==> config.mk <==
export PLATFORM = sky130hd
export DESIGN_NAME = alu_issue_unit
export DESIGN_NICKNAME = d
export VERILOG_FILES = /design/src/rtl/pkg_alu_defs.sv /design/src/rtl/regfile_2r1w.sv /design/src/rtl/alu_issue_unit.sv
export SDC_FILE = /design/constraint.sdc
export NUM_CORES = 1
export LEC_CHECK = 0
export CAP_MARGIN = 10
export CELL_PAD_IN_SITES_DETAIL_PLACEMENT = 0
export CELL_PAD_IN_SITES_GLOBAL_PLACEMENT = 2
export CORE_ASPECT_RATIO = 1.4
export CORE_UTILIZATION = 26
export CTS_BUF_LIST = sky130_fd_sc_hd__clkbuf_8
export CTS_CLUSTER_DIAMETER = 100
export DETAILED_ROUTE_END_ITERATION = 16
export GPL_TIMING_DRIVEN = 0
export PLACE_DENSITY = 0.57
export SETUP_SLACK_MARGIN = 0.1
export SYNTH_ARGS = -nofsm -noshare
export SYNTH_HDL_FRONTEND = slang
export SYNTH_SLANG_ARGS = --single-unit
==> constraint.sdc <==
create_clock -name clk -period 2.75 [get_ports clk]
set_input_delay 0.55 -clock clk [delete_from_list [all_inputs] [get_ports clk]]
set_output_delay 0.55 -clock clk [all_outputs]
set_load 0.01 [all_outputs]
==> src/rtl/pkg_alu_defs.sv <==
`default_nettype none
// ============================================================================
// Module      : pkg_alu_defs
// Description : Shared definitions for the ALU issue/write-back stage:
//               opcode values, instruction field positions, FSM state
//               encoding and architectural flag bit indices.
// Revision    : 1.0 - initial release
// ============================================================================
package pkg_alu_defs;

  // Opcodes understood by the downstream ALU; anything above OP_MAX_LEGAL
  // is rejected at issue.
  localparam logic [3:0] OP_ADD       = 4'd0;
  localparam logic [3:0] OP_SUB       = 4'd1;
  localparam logic [3:0] OP_NOT       = 4'd2;
  localparam logic [3:0] OP_AND       = 4'd3;
  localparam logic [3:0] OP_OR        = 4'd4;
  localparam logic [3:0] OP_XOR       = 4'd5;
  localparam logic [3:0] OP_SLL       = 4'd6;
  localparam logic [3:0] OP_SRL       = 4'd7;
  localparam logic [3:0] OP_SRA       = 4'd8;
  localparam logic [3:0] OP_MAX_LEGAL = 4'd8;

  // Instruction field layout (32-bit instruction word).
  localparam int C_OP_W      = 4;
  localparam int C_REG_W     = 4;
  localparam int C_OP_MSB    = 31;
  localparam int C_RD_MSB    = 27;
  localparam int C_RS_MSB    = 23;
  localparam int C_RT_MSB    = 19;
  localparam int C_IMMSEL_B  = 15;
  localparam int C_IMM_MSB   = 14;

  // Issue FSM states.
  typedef enum logic [1:0] {
    IDLE = 2'd0,
    EXEC = 2'd1,
    CAPT = 2'd2
  } alu_state_e;

  // Bit positions inside flags_q = {C,S,V,Z}.
  localparam int C_FLAG_C = 3;
  localparam int C_FLAG_S = 2;
  localparam int C_FLAG_V = 1;
  localparam int C_FLAG_Z = 0;

endpackage : pkg_alu_defs
`default_nettype wire

==> src/rtl/regfile_2r1w.sv <==
`default_nettype none
// ============================================================================
// Module      : regfile_2r1w
// Description : NREG x XLEN register file, two combinational read ports, a
//               combinational debug read port and one synchronous write
//               port. Entry 0 is never written, so it always reads zero.
//               All entries clear asynchronously on i_rst_n low.
// Ports       : i_clk, i_rst_n     - clock, async active-low clear
//               i_we/i_waddr/i_wdata - write port
//               i_raddr_a/o_rdata_a  - read port A
//               i_raddr_b/o_rdata_b  - read port B
//               i_dbg_addr/o_dbg_data - debug read port
// Revision    : 1.0 - initial release
// ============================================================================
module regfile_2r1w #(
  parameter int XLEN = 32,
  parameter int NREG = 16,
  parameter int AW   = 4
) (
  input  logic            i_clk,
  input  logic            i_rst_n,
  input  logic            i_we,
  input  logic [AW-1:0]   i_waddr,
  input  logic [XLEN-1:0] i_wdata,
  input  logic [AW-1:0]   i_raddr_a,
  input  logic [AW-1:0]   i_raddr_b,
  input  logic [AW-1:0]   i_dbg_addr,
  output logic [XLEN-1:0] o_rdata_a,
  output logic [XLEN-1:0] o_rdata_b,
  output logic [XLEN-1:0] o_dbg_data
);

  logic [XLEN-1:0] r_mem [NREG];

  always_ff @(posedge i_clk or negedge i_rst_n) begin
    if (!i_rst_n) begin
      for (int i = 0; i < NREG; i++) begin
        r_mem[i] <= '0;
      end
    end else if (i_we && (i_waddr != '0)) begin
      // Writes to R0 are dropped, keeping R0 at its reset value of zero.
      r_mem[i_waddr] <= i_wdata;
    end
  end

  assign o_rdata_a  = r_mem[i_raddr_a];
  assign o_rdata_b  = r_mem[i_raddr_b];
  assign o_dbg_data = r_mem[i_dbg_addr];

endmodule : regfile_2r1w
`default_nettype wire

==> src/rtl/alu_issue_unit.sv <==
`default_nettype none
// ============================================================================
// Module      : alu_issue_unit
// Description : Issue/write-back stage around a clocked ALU. Accepts one
//               instruction over valid/ready, reads operands from the
//               register file, holds them for one ALU evaluation, then
//               captures result and flags and writes the result back.
//               Each instruction occupies the unit for exactly 3 cycles.
// Ports       : clk, rst_n                 - clock, async active-low reset
//               instr_valid/data/ready     - instruction handshake
//               alu_operand_a/b, alu_opcode - issue to ALU
//               alu_result, alu_* flags    - ALU outputs
//               flags_q                    - architectural flags {C,S,V,Z}
//               wb_valid/addr/data         - write-back pulse
//               illegal                    - illegal-opcode pulse
//               busy                       - FSM not in IDLE
//               dbg_addr/dbg_data          - debug register read
// Revision    : 1.0 - initial release
// ============================================================================
module alu_issue_unit
  import pkg_alu_defs::*;
#(
  parameter int XLEN  = 32,
  parameter int NREG  = 16,
  parameter int IMM_W = 15
) (
  input  logic            clk,
  input  logic            rst_n,
  input  logic            instr_valid,
  input  logic [31:0]     instr_data,
  output logic            instr_ready,
  output logic [XLEN-1:0] alu_operand_a,
  output logic [XLEN-1:0] alu_operand_b,
  output logic [3:0]      alu_opcode,
  input  logic [XLEN-1:0] alu_result,
  input  logic            alu_carry,
  input  logic            alu_sign,
  input  logic            alu_overflow,
  input  logic            alu_zero,
  output logic [3:0]      flags_q,
  output logic            wb_valid,
  output logic [3:0]      wb_addr,
  output logic [XLEN-1:0] wb_data,
  output logic            illegal,
  output logic            busy,
  input  logic [3:0]      dbg_addr,
  output logic [XLEN-1:0] dbg_data
);

  // --------------------------------------------------------------------------
  // Instruction decode
  // --------------------------------------------------------------------------
  logic [C_OP_W-1:0]  w_op;
  logic [C_REG_W-1:0] w_rd;
  logic [C_REG_W-1:0] w_rs;
  logic [C_REG_W-1:0] w_rt;
  logic               w_imm_sel;
  logic [IMM_W-1:0]   w_imm;
  logic [XLEN-1:0]    w_imm_sext;
  logic               w_legal;
  logic               w_accept;

  assign w_op       = instr_data[C_OP_MSB -: C_OP_W];
  assign w_rd       = instr_data[C_RD_MSB -: C_REG_W];
  assign w_rs       = instr_data[C_RS_MSB -: C_REG_W];
  assign w_rt       = instr_data[C_RT_MSB -: C_REG_W];
  assign w_imm_sel  = instr_data[C_IMMSEL_B];
  assign w_imm      = instr_data[C_IMM_MSB -: IMM_W];
  assign w_imm_sext = {{(XLEN-IMM_W){w_imm[IMM_W-1]}}, w_imm};
  assign w_legal    = (w_op <= OP_MAX_LEGAL);
  assign w_accept   = instr_valid && instr_ready;

  // --------------------------------------------------------------------------
  // Register file
  // --------------------------------------------------------------------------
  alu_state_e      r_state;
  alu_state_e      w_next;
  logic [XLEN-1:0] w_rdata_a;
  logic [XLEN-1:0] w_rdata_b;
  logic            w_we;
  logic [3:0]      r_rd;

  // Write completes on the edge that returns to IDLE, so a following
  // instruction's operand read sees it without forwarding.
  assign w_we = (r_state == CAPT);

  regfile_2r1w #(
    .XLEN (XLEN),
    .NREG (NREG),
    .AW   (C_REG_W)
  ) u_regfile (
    .i_clk      (clk),
    .i_rst_n    (rst_n),
    .i_we       (w_we),
    .i_waddr    (r_rd),
    .i_wdata    (alu_result),
    .i_raddr_a  (w_rs),
    .i_raddr_b  (w_rt),
    .i_dbg_addr (dbg_addr),
    .o_rdata_a  (w_rdata_a),
    .o_rdata_b  (w_rdata_b),
    .o_dbg_data (dbg_data)
  );

  // --------------------------------------------------------------------------
  // Issue FSM
  // --------------------------------------------------------------------------
  always_ff @(posedge clk or negedge rst_n) begin
    if (!rst_n) begin
      r_state <= IDLE;
    end else begin
      r_state <= w_next;
    end
  end

  always_comb begin
    w_next      = r_state;
    instr_ready = 1'b0;
    busy        = 1'b1;
    case (r_state)
      IDLE: begin
        instr_ready = 1'b1;
        busy        = 1'b0;
        // Illegal opcodes are consumed but leave the FSM in IDLE.
        if (w_accept && w_legal) begin
          w_next = EXEC;
        end
      end
      EXEC:    w_next = CAPT;
      CAPT:    w_next = IDLE;
      default: w_next = IDLE;
    endcase
  end

  // --------------------------------------------------------------------------
  // Datapath registers
  // --------------------------------------------------------------------------
  logic [XLEN-1:0] r_opa;
  logic [XLEN-1:0] r_opb;
  logic [3:0]      r_opc;
  logic [3:0]      r_flags;
  logic            r_wb_valid;
  logic [3:0]      r_wb_addr;
  logic [XLEN-1:0] r_wb_data;
  logic            r_illegal;
  logic [3:0]      w_alu_flags;

  always_comb begin
    w_alu_flags           = '0;
    w_alu_flags[C_FLAG_C] = alu_carry;
    w_alu_flags[C_FLAG_S] = alu_sign;
    w_alu_flags[C_FLAG_V] = alu_overflow;
    w_alu_flags[C_FLAG_Z] = alu_zero;
  end

  always_ff @(posedge clk or negedge rst_n) begin
    if (!rst_n) begin
      r_opa      <= '0;
      r_opb      <= '0;
      r_opc      <= '0;
      r_rd       <= '0;
      r_flags    <= '0;
      r_wb_valid <= 1'b0;
      r_wb_addr  <= '0;
      r_wb_data  <= '0;
      r_illegal  <= 1'b0;
    end else begin
      r_illegal  <= w_accept && !w_legal;
      r_wb_valid <= (r_state == CAPT);
      if (w_accept && w_legal) begin
        r_opa <= w_rdata_a;
        r_opb <= w_imm_sel ? w_imm_sext : w_rdata_b;
        r_opc <= w_op;
        r_rd  <= w_rd;
      end
      if (r_state == CAPT) begin
        r_flags   <= w_alu_flags;
        r_wb_addr <= r_rd;
        r_wb_data <= alu_result;
      end
    end
  end

  assign alu_operand_a = r_opa;
  assign alu_operand_b = r_opb;
  assign alu_opcode    = r_opc;
  assign flags_q       = r_flags;
  assign wb_valid      = r_wb_valid;
  assign wb_addr       = r_wb_addr;
  assign wb_data       = r_wb_data;
  assign illegal       = r_illegal;

endmodule : alu_issue_unit
`default_nettype wire

# Word level (Yosys, flattened, before mapping)
# Index checks and enable logic that the tools add are counted.
totals:
  register_bits: 628
  in_bits: 75
  out_inout_bits: 144
  elab_cells: 64
classes:
  magnitude_cmp: 6
  eq_ne: 3
  n_mux: 17
  bitwise: 4
  reduce_logical: 8
op_table:
  columns: ["cell", "n"]
  rows:
  - ["$bwmux 512", 1]
  - ["$bmux 32 s4", 3]
  - ["$mux 32", 8]
  - ["$demux 32 s4", 1]
  - ["$ge 5x5->1 const B", 4]
  - ["$not 4->5", 4]
  - ["$logic_and 1x1->1", 5]
  - ["$lt 5x1->1 const B", 1]
  - ["$le 4x4->1 const B", 1]
  - ["$pmux 2 s2", 1]
  - ["$reduce_bool 4->1", 1]
  - ["$eq 2x1->1 const B", 1]
  - ["$eq 2x2->1 const B", 1]
  - ["$logic_not 2->1", 1]
  - ["$mux 1", 2]
  - ["$mux 2", 1]
  - ["$ne 2x2->1 const B", 1]
  - ["$logic_not 1->1", 1]

# Depth between registers and ports, before layout
logic_depth:
  ltp_word: 6
  mapped_depth: 8
  depth_no_buf: 5

# Cells and area by module
# From an unflattened synthesis, not the netlist that was laid out.
unflattened:
  hier_cells: 2270
  hier_area_um2: 34525.6
by_module_without_submodules:
  columns: ["mod", "instances", "cells_each", "area_each_um2", "seq_area_each_um2"]
  rows:
  - ["regfile_2r1w", 1, 1941, 29953.7, 12812.3]
  - ["alu_issue_unit", 1, 329, 4571.9, 2902.8]

# Worst setup path before layout
# No wires, ideal clock.
synth_path:
  path_kind: "in2out"
  startpoint: "input dbg_addr[1]"
  endpoint: "output dbg_data[1]"
  arrival_ps: 1976
  required_ps: 2200
  slack_ps: 224
  path_stages: 4
  n_path_buf: 2
  cell_sequence: "clkbuf_1 -> buf_1 -> mux4_2 -> mux4_2"
synth_via:
  elab_chain_cells: 4
synth_rtl:
  columns: ["item", "line_no", "rtl"]
  rows:
  - ["start, declared", "alu_issue_unit.sv:46", "input logic [3:0] dbg_addr,"]
  - ["$not 4->5 (not written as such)", "regfile_2r1w.sv:48", "assign o_dbg_data = r_mem[i_dbg_addr];"]
  - ["$bmux 32 s4", "regfile_2r1w.sv:48", null]
  - ["$mux 32 (not written as such) (2 in a row)", "regfile_2r1w.sv:48", null]
  - ["end, declared", "alu_issue_unit.sv:47", "output logic [XLEN-1:0] dbg_data"]
# No other way between the ends. The select of a mux whose other input is x is not followed.

# Final worst setup path
layout_path:
  startpoint: "register u_regfile.r_mem[157] (netlist bit)"
  endpoint: "output dbg_data[29]"
layout_via:
  elab_chain_cells: 3
layout_rtl:
  columns: ["item", "line_no", "rtl"]
  rows:
  - ["start, declared", "regfile_2r1w.sv:33", "logic [XLEN-1:0] r_mem [NREG];"]
  - ["start signal, assigned by index", "regfile_2r1w.sv:42", "r_mem[i_waddr] <= i_wdata;"]
  - ["$bmux 32 s4", "regfile_2r1w.sv:48", null]
  - ["$mux 32 (not written as such) (2 in a row)", "regfile_2r1w.sv:48", null]
# No other way between the ends. The select of a mux whose other input is x is not followed.

==> impl_metrics.ini <==
[clocking]
cts_root_buf = clkbuf_8
tritoncts = done
ctsHtreeMaxLevel = 3
numCtsBuffers = 110
cts_num_sinks = 628
path_clk_slew_ps = 60
cts_buffer_depth = 3
clk-insertion-delay-late_ps = 830

[worst_setup_path]
worst-path-max-fanout = 4
cp_num_buf_inv = 1
timing.critical_path.mode_cell = mux4_2
slowest_stage = mux4_2
end_kind = primary output
cp-start-kind = register
cp.arrival_ps = 2490
rrSetupSlack_ps = 130
slowest_delay_ps = 590
cpLargestDelayFamily = multiplexers
required_ps = 2200
critPathKind = register to primary output
path_cells = mux4_2, mux4_2, buf_6

[run_status]
violations = setup timing
run_status = complete, but fails checks

[finish]
seqCellArea_um2 = 15700
final_common_cell = dfrtp_1
drive_gt1_share_pct = 46.9
nets = 3032
fillCellCount = 13300
fin_area_um2 = 43500
multi_input_area_um2 = 18000
areaGrowthSynthToFinish_pct = 24.4
fin_cells = 4801
final_cell_mix = 623 x dfrtp_1, 489 x mux2_2, 341 x mux4_2

[logic_synthesis]
async_flop_share_pct = 100
ys_types = 44
synthFlopType = dfrtp_1
synth_fa_ha_area_share_pct = 0
synth_mux_area_share_pct = 43.5
synth-xor-area-share_pct = 0
ys_ff_latch = 628
yosysSeqAreaShare_pct = 45.0
synth_nets = 2493
ys_warn_count = 0
synthSimpleGateAreaFrac_pct = 3.70
postSynthCellCount = 2418
synth_top_family_by_area = multiplexers
syn_avg_cell_area_um2 = 14.5
synth_compound_area_share_pct = 4.05
synth_edf_count = 0
netlist_area_um2 = 34900

[global_route]
grt_max_degree = 123
grt_usage_pct = 23.5
grt_pass1_vias = 27900
gr-total-overflow = 0
antenna_found_initial = 7
grt_pass1_wl_mm = 223

[pwr]
cellLeakagePower_nw = 18.8
switchingPower_mw = 11.9
irDropWorstVdd_uv = 398
pwr-share-seq_pct = 40.6
totalPowerFinal_mw = 36.5
power_switching_share_pct = 32.6
p_clk_share_pct = 24.5
p_int_mw = 24.6
comb_power_share_pct = 35.0
power_density_nw_per_um2 = 841

[worst_hold_path]
hp-class = primary input to register

[drt]
vias = 25900
avgRoutedWirePerCell_um = 33.5
drc = 0
dr.pass1.iters = 5
routed_wl_mm = 161
viasPerCell = 5.40
ant_nets = 0
drtIter0Drc = 2346

[floorplanning]
die_x_um = 312
core_um2 = 133000
rows = 158
initial_core_util_pct = 26.3
chipHeight_um = 436
die-area_um2 = 136000
io_pins = 219

[placement]
place_congestion = 0.882
hpwl_mm = 109
placed_cells = 4394
placed_area_um2 = 39400
io_buffers = 208

[sta]
timing.final.crit_period_ps = 3040
fmax_mhz = 329
min_period_over_period_pct = 110
setup_viol = 32
rsz0062_at_grt = yes
slew_headroom_pct = 4.65
tightest_slew_ps = 1430
fin_ws_ps = -286
maxSlewViolCount = 0
finalHoldViolCount = 0
skew_ps = 41.4

[flow_run]
drv_cap = 0
## area by class of cell
type                       instances  area share, %
clock buffer                     140           4.43
multi-input combinational       1517           41.4
tap                             1760           5.07
clock inverter                    54          0.656
sequential                       628           36.2
buffer                           266           3.24
antenna                            2         0.0115
timing repair buffer             429           9.02
inverter                           5         0.0489
## flip-flops by register name, indices dropped and copies added (netlist names)
name,count
alu_operand_b,32
flags_q,4
alu_operand_a,32
u_regfile.r_mem,512
wb_addr,4
illegal,1
alu_opcode,4
wb_data,32
r_rd,4
wb_valid,1
r_state,2
## kinds of logic (layout without fill, tap and decap cells)
kind of cell    count (synthesis)  after routing
compound gates                207            207
buf+inv                       273            894
flops                         628            628
mux                          1028           1028
other cells                     0              2
simple gates                  282            282
## tightest hold or removal path, cell delays in order
cell             delay (ps)
clkdlybuf4s50_1         390
nand2_1                  60
nand2_1                  40
## power groups by stage
| stage | clock [mW] | combinational [mW] | sequential (mW) |
|---|---|---|---|
| after floorplan | 0 | 7.15 | 14.2 |
| after global placement | 0 | 10.7 | 15.2 |
| after detailed placement | 0 | 10.9 | 15.3 |
| after CTS | 9.22 | 12.5 | 14.7 |
| after global routing | 9.58 | 13.6 | 15.1 |
| final | 8.95 | 12.8 | 14.8 |
## through the flow
stage                     hold slack [ps]  util, %  setup WS [ps]  TNS [ps]
after global placement                469     29.5         -28120         -
after CTS                             218     32.4           -340     -8630
after detailed placement              463     29.7          -1820   -151010
after global routing                  284     32.7           -324     -8090
final                                 280     32.7           -286     -6350
after floorplan                       254        -            224         0
## worst paths after layout
kind                                       from                    to  depth (start not counted)
max                        u_regfile.r_mem[157]          dbg_data[29]                          3
min                                   alu_carry            flags_q[3]                          3
max reg2reg                          r_state[1]  u_regfile.r_mem[112]                          5
min reg2reg                         wb_data[22]           wb_data[22]                          2
max in group asynchronous                 rst_n  u_regfile.r_mem[397]                          4
min in group asynchronous                 rst_n  u_regfile.r_mem[259]                          2
## timing repair
item,in CTS,in global routing
buffers inserted,164,48
gates resized for setup,242,24
hold buffers,1,0
hold endpoints to repair,89,0
setup endpoints to repair,169,57
pin swaps,2,0
## layer usage
layer  vias to the layer above  global-route usage, %  share of wire (%)
met5                         -                      0              0.036
met4                        10                   11.6                5.1
met3                       371                   4.60                6.1
met2                      1161                   40.4                 50
met1                     14000                   27.9                 39
li1                      10400                      -                  -
## cells in the mapped netlist, types with 31 or more instances
cell	instances	area share (%)
buf_2	89	1.3
nand2_1	151	1.6
a211oi_1	32	0.69
nor2_1	36	0.39
mux4_2	340	22
mux2i_1	177	5.1
o22ai_1	81	1.5
nor3_1	32	0.46
dfrtp_1	628	45
a21o_1	32	0.69
clkbuf_1	118	1.3
mux2_2	489	16
a22oi_1	37	0.79
buf_4	31	0.67
Power figures use the tool's default switching activity.
